--- src/rtl/imem_loader_pkg.sv ---
// Shared types and constants for the instruction-memory boot loader.
// Optional checksum support is selected with IMEM_LOADER_CHECKSUM_EN.
package imem_loader_pkg;

    typedef enum logic [2:0] {
        S_IDLE,
        S_LEN_HI,
        S_LEN_LO,
        S_DATA,
        S_CHK,
        S_DONE,
        S_ERR
    } state_t;

    localparam int LEN_BYTES  = 2;
    localparam int WORD_BYTES = 4;
    localparam int CHK_W      = 8;

endpackage

--- src/rtl/imem_loader_if.sv ---
// Byte-stream input and instruction-memory write bus of the boot loader.
interface imem_loader_if #(
    parameter int AW = 10
) ();

    logic          in_valid;
    logic [7:0]    in_data;
    logic          in_ready;
    logic          wr_en;
    logic [AW-1:0] wr_addr;
    logic [31:0]   wr_data;

    modport master (
        output in_valid, in_data,
        input  in_ready, wr_en, wr_addr, wr_data
    );

    modport slave (
        input  in_valid, in_data,
        output in_ready, wr_en, wr_addr, wr_data
    );

endinterface

--- src/rtl/imem_loader_byte_packer.sv ---
// Packs a big-endian byte stream into 32-bit words; word_valid is
// combinational on the byte that completes a word.
module byte_packer
    import imem_loader_pkg::*;
(
    input  logic        clk,
    input  logic        reset_n,
    input  logic        clr,
    input  logic        byte_valid,
    input  logic [7:0]  byte_data,
    output logic        word_valid,
    output logic [31:0] word
);

    logic [1:0]  cnt;
    logic [23:0] acc;

    assign word_valid = byte_valid && (cnt == 2'(WORD_BYTES - 1));
    assign word       = {acc, byte_data};

    always_ff @(posedge clk or negedge reset_n) begin
        if (!reset_n) begin
            cnt <= '0;
            acc <= '0;
        end else if (clr) begin
            cnt <= '0;
            acc <= '0;
        end else if (byte_valid) begin
            cnt <= cnt + 2'd1;
            acc <= {acc[15:0], byte_data};
        end
    end

endmodule

--- src/rtl/imem_loader.sv ---
// Boot loader: length-prefixed byte stream into instruction memory, CPU held
// in reset until a full image lands. Checksum byte enabled by IMEM_LOADER_CHECKSUM_EN.
//   state    | meaning
//   S_IDLE   | after reset, waiting for start
//   S_LEN_HI | expecting word-count high byte
//   S_LEN_LO | expecting word-count low byte
//   S_DATA   | receiving instruction bytes
//   S_CHK    | expecting XOR checksum byte
//   S_DONE   | image loaded, CPU released
//   S_ERR    | load aborted, CPU held
module imem_loader
    import imem_loader_pkg::*;
#(
    parameter int DEPTH = 1024,
    parameter int AW    = $clog2(DEPTH)
) (
    input  logic          clk,
    input  logic          reset_n,
    input  logic          start,
    imem_loader_if.slave  bus,
    output logic          cpu_hold,
    output logic          done,
    output logic          error
);

`ifdef IMEM_LOADER_CHECKSUM_EN
    localparam state_t END_STATE = S_CHK;
`else
    localparam state_t END_STATE = S_DONE;
`endif

    state_t        state, state_nxt;
    logic          in_ready;
    logic          accept;
    logic          clr;
    logic          word_valid;
    logic [31:0]   word;
    logic [7:0]    len_hi;
    logic [15:0]   len_word;
    logic [AW-1:0] addr_cnt;
    logic [AW-1:0] last_addr;
    logic          wr_en_q;
    logic [AW-1:0] wr_addr_q;
    logic [31:0]   wr_data_q;
`ifdef IMEM_LOADER_CHECKSUM_EN
    logic [CHK_W-1:0] chk_acc;
`endif

    assign in_ready = (state == S_LEN_HI) || (state == S_LEN_LO) ||
                      (state == S_DATA)   || (state == S_CHK);
    assign accept   = bus.in_valid && in_ready;
    assign clr      = start && ((state == S_IDLE) || (state == S_DONE) || (state == S_ERR));
    assign len_word = {len_hi, bus.in_data};

    assign bus.in_ready = in_ready;
    assign bus.wr_en    = wr_en_q;
    assign bus.wr_addr  = wr_addr_q;
    assign bus.wr_data  = wr_data_q;

    assign done     = (state == S_DONE);
    assign error    = (state == S_ERR);
    assign cpu_hold = (state != S_DONE);

    byte_packer u_packer (
        .clk        (clk),
        .reset_n    (reset_n),
        .clr        (clr),
        .byte_valid (accept && (state == S_DATA)),
        .byte_data  (bus.in_data),
        .word_valid (word_valid),
        .word       (word)
    );

    always_ff @(posedge clk or negedge reset_n) begin
        if (!reset_n) state <= S_IDLE;
        else          state <= state_nxt;
    end

    always_comb begin
        state_nxt = state;
        case (state)
            S_IDLE, S_DONE, S_ERR: if (start) state_nxt = S_LEN_HI;
            S_LEN_HI: if (accept) state_nxt = S_LEN_LO;
            S_LEN_LO: begin
                if (accept) begin
                    if (len_word > 16'(DEPTH)) state_nxt = S_ERR;
                    else if (len_word == 16'd0) state_nxt = END_STATE;
                    else                        state_nxt = S_DATA;
                end
            end
            S_DATA: if (word_valid && (addr_cnt == last_addr)) state_nxt = END_STATE;
`ifdef IMEM_LOADER_CHECKSUM_EN
            S_CHK: if (accept) state_nxt = (bus.in_data == chk_acc) ? S_DONE : S_ERR;
`endif
            default: state_nxt = S_IDLE;
        endcase
    end

    always_ff @(posedge clk or negedge reset_n) begin
        if (!reset_n) begin
            wr_en_q   <= 1'b0;
            wr_addr_q <= '0;
            wr_data_q <= '0;
            addr_cnt  <= '0;
            last_addr <= '0;
            len_hi    <= '0;
`ifdef IMEM_LOADER_CHECKSUM_EN
            chk_acc   <= '0;
`endif
        end else begin
            wr_en_q <= word_valid;
            if (word_valid) begin
                wr_addr_q <= addr_cnt;
                wr_data_q <= word;
                // Hold on the last word so the counter never wraps at DEPTH.
                if (addr_cnt != last_addr) addr_cnt <= addr_cnt + 1'b1;
            end
            if (accept && (state == S_LEN_HI)) len_hi <= bus.in_data;
            if (accept && (state == S_LEN_LO)) last_addr <= AW'(len_word - 16'd1);
`ifdef IMEM_LOADER_CHECKSUM_EN
            if (accept && (state == S_DATA)) chk_acc <= chk_acc ^ bus.in_data;
`endif
            if (clr) begin
                addr_cnt <= '0;
`ifdef IMEM_LOADER_CHECKSUM_EN
                chk_acc  <= '0;
`endif
            end
        end
    end

endmodule

--- src/flat_wrapper.sv ---
// flat-port wrapper written by rule: the top's interface ports become plain ports
module imem_loader_flat import imem_loader_pkg::*;
#(
    parameter int DEPTH = 1024,
    parameter int AW    = $clog2(DEPTH)
)
  (clk, reset_n, start, cpu_hold, done, error, bus_in_valid, bus_in_data, bus_in_ready, bus_wr_en, bus_wr_addr, bus_wr_data);
  imem_loader_if #(.AW(AW)) bus_i ();
  input  logic clk;
  input  logic reset_n;
  input  logic start;
  output logic cpu_hold;
  output logic done;
  output logic error;
  input wire logic [$bits(bus_i.in_valid)-1:0] bus_in_valid;
  input wire logic [$bits(bus_i.in_data)-1:0] bus_in_data;
  output wire logic [$bits(bus_i.in_ready)-1:0] bus_in_ready;
  output wire logic [$bits(bus_i.wr_en)-1:0] bus_wr_en;
  output wire logic [$bits(bus_i.wr_addr)-1:0] bus_wr_addr;
  output wire logic [$bits(bus_i.wr_data)-1:0] bus_wr_data;
  assign bus_i.in_valid = bus_in_valid;
  assign bus_i.in_data = bus_in_data;
  assign bus_in_ready = bus_i.in_ready;
  assign bus_wr_en = bus_i.wr_en;
  assign bus_wr_addr = bus_i.wr_addr;
  assign bus_wr_data = bus_i.wr_data;
  imem_loader #(.DEPTH(DEPTH), .AW(AW)) u_core (.clk(clk), .reset_n(reset_n), .start(start), .bus(bus_i), .cpu_hold(cpu_hold), .done(done), .error(error));
endmodule
--- config.mk ---
export PLATFORM = sky130hd
export DESIGN_NAME = imem_loader_flat
export DESIGN_NICKNAME = d
export VERILOG_FILES = /design/src/rtl/imem_loader_pkg.sv /design/src/rtl/imem_loader_if.sv /design/src/rtl/imem_loader_byte_packer.sv /design/src/rtl/imem_loader.sv /design/src/flat_wrapper.sv
export SDC_FILE = /design/constraint.sdc
export NUM_CORES = 1
export LEC_CHECK = 0
export CORE_MARGIN = 2
export CORE_UTILIZATION = 55
export DETAILED_ROUTE_END_ITERATION = 10
export GPL_ROUTABILITY_DRIVEN = 0
export PLACE_DENSITY_LB_ADDON = 0.25
export SYNTH_ARGS = -nofsm -noshare
export SYNTH_HDL_FRONTEND = slang
export SYNTH_SLANG_ARGS = --single-unit
--- constraint.sdc ---
create_clock -name clk -period 2.1 [get_ports clk]
set_input_delay 0.42 -clock clk [delete_from_list [all_inputs] [get_ports clk]]
set_output_delay 0.42 -clock clk [all_outputs]
set_load 0.02 [all_outputs]
# ---- Yosys cells after proc, flatten, opt, wreduce, memory -nomap -nowiden
# Cells that the tools add are included.
dict set report classes {
  eq_ne 14
  n_lt_le_gt_ge 1
  n_addsub 3
  mux 14
  n_reduce_logical 20
}
# operator count
set op_table {}
lappend op_table {{two-way mux 24 bit} 2}
lappend op_table {{two-way mux 10 bit} 3}
lappend op_table {{two-way mux 3 bit} 6}
lappend op_table {{> comparator 16 x 11 -> 1 bit, second input constant} 1}
lappend op_table {{logical NOT 16 bit} 1}
lappend op_table {{case mux 3 bit (4 select lines)} 1}
lappend op_table {{adder 10 x 1 -> 10 bit, second input constant} 1}
lappend op_table {{equality test 10 bit} 1}
lappend op_table {{inequality test 10 bit} 1}
lappend op_table {{subtractor 10 x 1 -> 10 bit, second input constant} 1}
lappend op_table {{equality test 3 bit, second input constant} 3}
lappend op_table {{logical AND 1 bit} 7}
lappend op_table {{equality test 3 x 2 -> 1 bit, second input constant} 2}
lappend op_table {{nonzero test 2 bit} 3}
lappend op_table {{logical OR 1 bit} 5}
lappend op_table {{two-way mux 2 bit} 2}
lappend op_table {{inequality test 2 x 1 -> 1 bit, second input constant} 2}
lappend op_table {{inequality test 2 bit, second input constant} 2}
lappend op_table {{AND reduction 4 bit} 1}
lappend op_table {{equality test 3 x 1 -> 1 bit, second input constant} 1}
lappend op_table {{logical NOT 3 bit} 1}
lappend op_table {{inequality test 3 bit, second input constant} 1}
lappend op_table {{OR reduction 3 bit} 1}
lappend op_table {{adder 2 x 1 -> 2 bit, second input constant} 1}
lappend op_table {{2 further kinds} 2}
dict set report totals {
  inputBits 12
  out_inout_bits 47
  register_bits 100
  wordCells 61
}

# ---- Depth between registers and ports, before layout
# Gate-level depths: netlist of run 1.
dict set report depth {
  word_depth 10
  mapped_depth 8
  depth_no_buf 7
}

# ---- Modules after synthesis
# A second synthesis of run 1 with hierarchy kept.
dict set report unflattened {
  hier_cells 372
  hier_area_um2 4483.0
}
# module cells_per_inst seq_area_each_um2 area_each_um2 n_inst
set modules_own_cells {}
lappend modules_own_cells {imem_loader 278 1851.8 3329.4 1}
lappend modules_own_cells {byte_packer 94 650.6 1153.6 1}

# ---- Least setup slack after synthesis of run 1
# Ideal clock, no wire load.
dict set report synth_timing {
  kind {input to register}
  startpoint {in bus_in_valid}
  endpoint {reg u_core.addr_cnt[4]}
  stages 8
  path_buffers 2
  slack_ns 0.352
  setup_ns 0.119
  required_ns 1.981
  arrival_ns 1.629
  path_cell_list {buf_4 -> and4b_1 -> buf_4 -> nand2_4 -> inv_2 -> nand2_1 -> o31a_1 -> o21a_1}
}
dict set report synth_between {
  elab_chain_cells 5
}
# item line_no
set synth_rtl {}
lappend synth_rtl {{start: declaration} flat_wrapper.sv:15} ;# input wire logic [$bits(bus_i.in_valid)-1:0] bus_in_valid;
lappend synth_rtl {{logical AND 1 bit} imem_loader.sv:51} ;# assign accept = bus.in_valid && in_ready;
lappend synth_rtl {{logical AND 1 bit} imem_loader.sv:68} ;# .byte_valid (accept && (state == S_DATA)),
lappend synth_rtl {{logical AND 1 bit} imem_loader_byte_packer.sv:18} ;# assign word_valid = byte_valid && (cnt == 2'(WORD_BYTES - 1));
lappend synth_rtl {{nonzero test 2 bit (no line)} n/a}
lappend synth_rtl {{AND reduction 2 bit (no line)} n/a}
lappend synth_rtl {{end signal: assignment} imem_loader.sv:116} ;# if (addr_cnt != last_addr) addr_cnt <= addr_cnt + 1'b1;
lappend synth_rtl {{end: declaration} imem_loader.sv:40} ;# logic [AW-1:0] addr_cnt;
# No other way between the ends.
# A chain may end at the register's enable or synchronous reset.

# ---- Final worst setup path of run 1
dict set report layout_timing {
  startpoint {reg u_core.state[1]}
  endpoint {out error}
}
dict set report layout_between {
  elab_chain_cells 1
}
# item line_no
set layout_rtl {}
lappend layout_rtl {{start: declaration} imem_loader.sv:32} ;# state_t state, state_nxt;
lappend layout_rtl {{start signal: assignment} imem_loader.sv:76} ;# else state <= state_nxt;
lappend layout_rtl {{equality test 3 bit} imem_loader.sv:61} ;# assign error = (state == S_ERR);
lappend layout_rtl {{end: declaration} flat_wrapper.sv:14} ;# output logic error;
# No other way between the ends.

==> metrics.csv, run 1 <==
stage,metric,value,unit
clocking,clock root buffer master,clkbuf_8,
synth,Synth Area in Compound Gates,8.35,%
clocking,clk buf depth,2,
sta,fin crit share,92.4,%
synth,share of async-settable or async-resettable flops after synthesis,100,%
synth,post-synthesis sequential area ratio,56.4,%
die,core area,0.00777,mm^2
worst_setup_path,Crit. End Element,primary output,
synth,"Top FF cell, synth",dfrtp_1,
clocking,Clock Sink Count,100,
die,Die ar.,0.00880,mm^2
drt,Routed WL,9660,um
grt,initial antenna violation count,0,
cells_and_area,Reg area,0.00250,mm^2
sta,Max Freq,515,MHz
clocking,TritonCTS clock tree,done,
power_and_ir_drop,Int Pwr,4.22,mW
synth,mux share of post-synthesis cell area,2.74,%
worst_setup_path,crit path launch,u_core.state[1],
sta,Final Hold Viols,0,
worst_setup_path,crit path launch type,flip-flop,
worst_setup_path,CP peak stage delay,0.45,ns
worst_setup_path,"CP delay by family, top",flip-flops,
grt,met3 GRT Util,4.01,%
clocking,CTS Hold Bufs,0,
drt,DR DRC count,0,
worst_hold_path,worst min path class,in -> async,
power_and_ir_drop,Sw Pwr,2.47,mW
cells_and_area,final-stage net count,565,
drt,Routed Antenna Nets,0,
sta,RSZ-0062 raised after global routing,no,
drt,vias,3534,
synth,synth unique cells,49,
synth,adder-cell area share of the yosys netlist,1.13,%
sta,Final min period,1.94,ns
grt,GR Util met1,32.8,%
synth,Synth Area in XOR/XNOR,3.95,%
worst_setup_path,Buf/Inv on CP,1,
synth,cell count after synthesis,475,
power_and_ir_drop,Pwr Density,1220,mW/mm^2
synth,number of synthesized flops with an enable pin,0,
cells_and_area,post-route cell area,0.00548,mm^2
grt,GRT met2 Usage,38.2,%
die,Die W,93.8,um
grt,largest net degree at the start of global routing,101,
grt,Total GRT Usage,23.5,%
power_and_ir_drop,Combinational Power Share,35.1,%
flow_run,Max Cap Viol,0,
power_and_ir_drop,Switching Share,37.0,%
drt,drt first-iter violations,207,
power_and_ir_drop,Reg power frac,45.5,%
cells_and_area,share of layout cells above drive strength 1,11.4,%
die,top-level I/O count,59,
sta,slew margin rel.,65.2,%
drt,1st-pass router iterations,4,
power_and_ir_drop,P_leak,2.60,nW
die,DIE HEIGHT,93.8,um
placement,DP Area,0.00526,mm^2
sta,Pins Over Slew Limit,0,
power_and_ir_drop,clock share of power,19.4,%
sta,Slew @ Worst Pin,0.523,ns
synth,"FF+latch count, synth",100,
worst_setup_path,crit path DAT,1.52,ns
synth,main combinational cell family by area after synthesis,simple AND/OR/NAND/NOR gates,
clocking,H-tree depth,3,
cells_and_area,Fillers,612,
clocking,Skew-Pair Late Insertion Delay,0.37,ns
synth,Mapped Avg Cell Area,9.34,um^2
worst_setup_path,"Data required, critical path",1.68,ns
grt,vias in the first global route,3486,
grt,global route overflow,0,
drt,vias per inst,5.39,
placement,post-detail-place hpwl,6600,um
grt,GRT busiest layer,met2,
cells_and_area,multi-input logic area,0.00179,mm^2
sta,setup violators final,0,
cells_and_area,"Core Util, Final",70.5,%
die,Starting Density,57.1,%
sta,final worst setup slack,0.159,ns
power_and_ir_drop,VDD IR max,705,uV
status,status,"complete, no violations",
worst_setup_path,crit path kind,reg -> out,
worst_setup_path,crit path max-delay cell type,dfrtp_1,
clocking,"Clk pin slew, worst setup/hold paths",0.10,ns
worst_setup_path,worst path cell trace,"nor2b_1, and2_1, dlygate4sd2_1",
sta,clk_skew,0.0138,ns
die,row count,32,
worst_setup_path,crit-path max FO,6,
clocking,cts bufs inserted,9,
clocking,Post-CTS Setup Repair Bufs,0,
synth,Syn Nets,491,
synth,Synth Cell Area,0.00443,mm^2
drt,drt wl/cell,14.7,um
placement,input/output buffers,58,
synth,simple-gate share of the synthesized area,24.1,%
grt,first-pass GRT wire length,16400,um
worst_setup_path,RR Startpoint,u_core.addr_cnt[0],
placement,dpl ws,-0.123,ns
cells_and_area,n_diodes,0,
cells_and_area,Synth-to-Final Area Change,23.5,%
synth,Syn. warnings,0,
[final cells by class]
class                           count  share of cell area, %
Clock inverter                      7                   1.71
Sequential cell                   100                   45.7
Multi-Input combinational cell    345                   32.6
Inverter                            6                  0.411
Clock buffer                        9                   2.26
Timing Repair Buffer               87                   15.0
Tap cell                          102                   2.33
[cells by family (layout without fill, tap and decap cells)]
family | after synthesis | count (layout)
xor gates and xnor gates | 20 | 20
DFF | 100 | 100
muxes | 11 | 11
adders and majority gates | 4 | 4
buffers and inverters | 30 | 109
AOI/OAI and AO/OA | 63 | 63
and+or+nand+nor | 247 | 247
[path summary, 6_finish.rpt]
check	cells past startpoint	end	slack, ns
worst max-delay path	3	error	0.16
worst min-delay path	2	u_core.bus.wr_addr[6]	0.08
worst max register to register	6	u_core.state[1]	0.19
worst min register to register	2	u_core.bus.wr_data[29]	0.48
max in group asynchronous	2	u_core.state[2]	1.59
min in group clk	2	u_core.bus.wr_data[29]	0.48
[layout by cell type (no fill, tap or decap), types with 4 or more instances in the layout]
cell             count
ha_1                 4
nand2_1            199
xor2_1               5
o21ai_0              9
clkbuf_8             9
inv_1                5
dfrtp_1             99
a21oi_1             30
buf_4               28
nor2_1              11
nand3_1              4
o21ai_1              4
xnor2_1             15
o31ai_1              5
mux2_2               9
nand4_1              4
clkdlybuf4s50_1     53
[sequential cells by signal, indices dropped and copies added (netlist names)]
name,flops
u_core.bus.wr_data,32
u_core.u_packer.acc,24
u_core.addr_cnt,10
u_core.bus.wr_addr,10
u_core.last_addr,10
u_core.len_hi,8
u_core.state,3
u_core.u_packer.cnt,2
u_core.bus.wr_en,1
[synthesized netlist by cell type, types with 2 or more instances]
| cell type | number | share of area, % |
|---|---|---|
| a21oi_1 | 30 | 3.4 |
| a22oi_1 | 2 | 0.34 |
| a31oi_1 | 2 | 0.28 |
| and2_1 | 2 | 0.28 |
| buf_2 | 2 | 0.23 |
| buf_4 | 2 | 0.34 |
| buf_6 | 3 | 0.76 |
| clkbuf_1 | 16 | 1.4 |
| dfrtp_1 | 100 | 56 |
| ha_1 | 4 | 1.1 |
| inv_1 | 5 | 0.42 |
| mux2_2 | 9 | 2.3 |
| mux2i_1 | 2 | 0.45 |
| nand2_1 | 199 | 17 |
| nand2b_1 | 3 | 0.42 |
| nand3_1 | 4 | 0.45 |
| nand4_1 | 4 | 0.56 |
| nor2_1 | 11 | 0.93 |
| nor2b_1 | 3 | 0.42 |
| nor3_1 | 3 | 0.34 |
| nor4_1 | 3 | 0.42 |
| o211ai_1 | 3 | 0.51 |
| o21ai_0 | 9 | 1.0 |
| o21ai_1 | 4 | 0.45 |
| o31ai_1 | 5 | 0.85 |
| or3_1 | 2 | 0.28 |
| or4_1 | 3 | 0.51 |
| xnor2_1 | 15 | 3.0 |
| xor2_1 | 5 | 0.99 |
[worst register-to-register path, stage by stage (launching register included)]
cell and delay [ns]:
dfrtp_1 0.47, xnor2_1 0.19, nand4_1 0.15, nor4_4 0.49, buf_4 0.23, a21o_1 0.14
o2111ai_1 0.11
[per-stage QoR]
step / total power [mW] / TNS (ns) / hold slack [ns] / std cells
floorplan: 4.52 / 0 / 0.124 / 475
global placement: 5.34 / 0 / 0.453 / 640
detailed placement: 5.43 / -0.132 / 0.458 / 640
CTS: 6.72 / 0 / 0.130 / 656
global route: 7.11 / 0 / 0.129 / 656
finish: 6.69 / 0 / 0.0786 / 656
[per-layer routing]
layer / wire [um] / share of wire, %
met5: 0 / 0
met4: 197 / 2.0
met3: 512 / 5.3
met2: 4580 / 47
met1: 4370 / 45
[power groups by stage]
stage | Combinational, mW | Clock (mW) | Sequential (mW)
2_1_floorplan | 1.34 | 0 | 3.19
3_3_place_gp | 2.30 | 0 | 3.04
3_5_place_dp | 2.37 | 0 | 3.07
4_1_cts | 2.37 | 1.32 | 3.03
5_1_grt | 2.59 | 1.40 | 3.12
6_report | 2.35 | 1.30 | 3.04
[repair_timing]
item	in CTS	in global routing
setup endpoints to repair	3	1
gates resized for setup	3	2
pin swaps	0	0
hold endpoints to repair	0	0
No activity file was read; power rests on OpenSTA's default activity.
==> run 2: changes to the inputs <==
--- a/config.mk
+++ b/config.mk
@@ -10,6 +10,7 @@
 export DETAILED_ROUTE_END_ITERATION = 10
 export GPL_ROUTABILITY_DRIVEN = 0
 export PLACE_DENSITY_LB_ADDON = 0.25
+export RECOVER_POWER = 100
 export SYNTH_ARGS = -nofsm -noshare
 export SYNTH_HDL_FRONTEND = slang
 export SYNTH_SLANG_ARGS = --single-unit
==> run 2 against run 1 <==
Final cell count stayed put. Wire length fell by 0.25%. Critical path depth is 3 higher. Register-to-register slack lost 0.04 ns. Combinational power down 5%. Total power decreased by 1.9%. Die area is the same. Via count shrank 0.28%. Sequential power about the same.
==> metrics.csv, run 2 (same netlist as run 1, synthesis figures left out) <==
stage,metric,value,unit,change
clocking,Clock Sink Count,100,,unchanged
sta,clk_skew,0.0136,ns,-0.000207 ns
sta,Final Hold Viols,0,,unchanged
sta,Max Freq,513,MHz,-0.36%
cells_and_area,"most common cell after layout, fill and taps aside",nand2_1,,
die,Die W,93.8,um,unchanged
sta,final worst setup slack,0.152,ns,-0.00708 ns
grt,initial antenna violation count,0,,unchanged
clocking,clk buf depth,2,,unchanged
worst_setup_path,"Data required, critical path",2.37,ns,+0.69 ns
worst_setup_path,R2R depth,6,,unchanged
clocking,"Clk pin slew, worst setup/hold paths",0.10,ns,about the same
die,Die ar.,0.00880,mm^2,unchanged
drt,Routed WL,9640,um,-0.25%
grt,first-pass GRT wire length,16400,um,unchanged
sta,Pins Over Slew Limit,0,,unchanged
worst_setup_path,RR Startpoint,u_core.state[0],,
worst_setup_path,Crit. End Element,flip-flop,,
cells_and_area,most frequent cells in the layout,"200 x nand2_1, 100 x dfrtp_1, 44 x dlygate4sd3_1",,
die,core area,0.00777,mm^2,unchanged
drt,drt first-iter violations,201,,-2.9%
clocking,CTS Hold Bufs,0,,unchanged
worst_setup_path,crit path kind,reg -> reg,,
grt,global route overflow,0,,unchanged
cells_and_area,Synth-to-Final Area Change,22.4,%,
status,status,"complete, no violations",,
sta,fin crit share,92.8,%,+0.34 points
power_and_ir_drop,P_leak,2.71,nW,+4.2%
worst_setup_path,endpoint of the lowest-slack register-to-register path,u_core.u_packer.acc[2],,
power_and_ir_drop,VDD IR max,698,uV,-1.0%
drt,drt wl/cell,14.7,um,-0.25%
die,DIE HEIGHT,93.8,um,unchanged
sta,slew margin rel.,12.0,%,-53 points
worst_setup_path,crit path max-delay cell type,dfrtp_1,,
drt,vias per inst,5.37,,-0.28%
grt,largest net degree at the start of global routing,101,,unchanged
worst_setup_path,CP peak stage delay,0.43,ns,-0.02 ns
sta,RSZ-0062 raised after global routing,no,,
die,top-level I/O count,59,,unchanged
worst_setup_path,crit-path max FO,29,,+23
grt,Total GRT Usage,23.5,%,unchanged
cells_and_area,final-stage net count,565,,unchanged
clocking,clock root buffer master,clkbuf_8,,
clocking,TritonCTS clock tree,done,,
placement,post-detail-place hpwl,6600,um,unchanged
worst_setup_path,r2r setup slk,0.15,ns,-0.04 ns
drt,1st-pass router iterations,5,,+1
die,row count,32,,unchanged
worst_setup_path,crit path launch,u_core.state[0],,
sta,Slew @ Worst Pin,1.32,ns,+0.798 ns
sta,Final min period,1.95,ns,+0.00708 ns
flow_run,Max Cap Viol,0,,unchanged
cells_and_area,Fillers,621,,+1.5%
clocking,Skew-Pair Late Insertion Delay,0.37,ns,about the same
drt,vias,3524,,-0.28%
drt,Routed Antenna Nets,0,,unchanged
cells_and_area,n_diodes,0,,unchanged
worst_setup_path,crit path launch type,flip-flop,,
grt,vias in the first global route,3486,,unchanged
drt,DR DRC count,0,,unchanged
clocking,cts bufs inserted,9,,unchanged
clocking,H-tree depth,3,,unchanged
cells_and_area,Largest register FFs,32,,unchanged
power_and_ir_drop,Pwr Density,1210,mW/mm^2,-0.95%
placement,dpl ws,-0.123,ns,unchanged
sta,setup TNS,0,ns,unchanged
worst_setup_path,crit path DAT,2.22,ns,+0.70 ns
sta,setup violators final,0,,unchanged
cells_and_area,share of layout cells above drive strength 1,10.3,%,-1.1 points
worst_setup_path,worst path cell trace,"buf_4, xor2_1, mux2_2, and2_4, clkbuf_2, a21oi_1",,
die,Starting Density,57.1,%,unchanged
worst_hold_path,worst min path class,in -> async,,
placement,input/output buffers,58,,unchanged
run 2: where the power goes:
group / internal (mW) / switching (mW) / total [mW]
sequential: 2.56 / 0.470 / 3.03
clock: 0.584 / 0.718 / 1.30
combinational: 0.976 / 1.26 / 2.24
run 2: worst max-delay path by stage:
| stage | to |
|---|---|
| 5_1_grt | u_core.u_packer.acc[6] |
| 2_1_floorplan | u_core.addr_cnt[4] |
| 3_3_place_gp | u_core.state[0] |
| 3_5_place_dp | u_core.last_addr[8] |
| 4_1_cts | cpu_hold |
| 6_report | u_core.u_packer.acc[2] |
run 2: stage by stage:
step                      cells  instance area, um^2  hold WS (ns)  total power [mW]  util (%)
after floorplan             475                 4430         0.124              4.52         -
after global placement      640                 5260         0.453              5.34      67.7
after detailed placement    640                 5260         0.458              5.43      67.7
after CTS                   656                 5470         0.130              6.72      70.5
after global routing        656                 5430         0.495              6.99      69.9
final                       656                 5430         0.456              6.56      69.9
run 2: final cells by class:
type                    count  area [um^2]  share of cell area [%]
well taps                 102          128                    2.35
repair buffers             87          783                    14.4
flip-flops and latches    100         2500                    46.1
clock buffers               9          124                    2.28
inverters                   6         22.5                   0.415
clock inverters             7         93.8                    1.73
multi-input cells         345         1770                    32.7
run 2: repair_timing:
| action | in CTS | in global routing |
|---|---|---|
| setup buffers | 0 | 0 |
| setup endpoints to repair | 3 | 1 |
| gates resized for setup | 3 | 2 |
run 2: worst max-delay path: cells and delay by family, from the launching register on:
family	cells	cell delay, ns
mux	1	0.28
xor+xnor	1	0.15
compound gates	1	0.27
flops	1	0.43
simple gates	1	0.16
buf+inv	2	0.55
run 2: layer usage:
metal	share of wire, %	GRT usage, %	vias to the layer above	routed length [um]
li1	-	-	1710	-
met1	44	32.8	1687	4290
met2	49	38.2	107	4690
met3	5.3	4.01	20	508
met4	1.6	7.00	0	157
met5	0	0	-	0
==> run 3: changes to the inputs <==
--- a/config.mk
+++ b/config.mk
@@ -11,6 +11,7 @@
 export GPL_ROUTABILITY_DRIVEN = 0
 export PLACE_DENSITY_LB_ADDON = 0.25
 export RECOVER_POWER = 100
+export SKIP_LAST_GASP = 1
 export SYNTH_ARGS = -nofsm -noshare
 export SYNTH_HDL_FRONTEND = slang
 export SYNTH_SLANG_ARGS = --single-unit
==> results of run 3 <==
The final DEF is identical to that of run 2; final timing and power are the same.
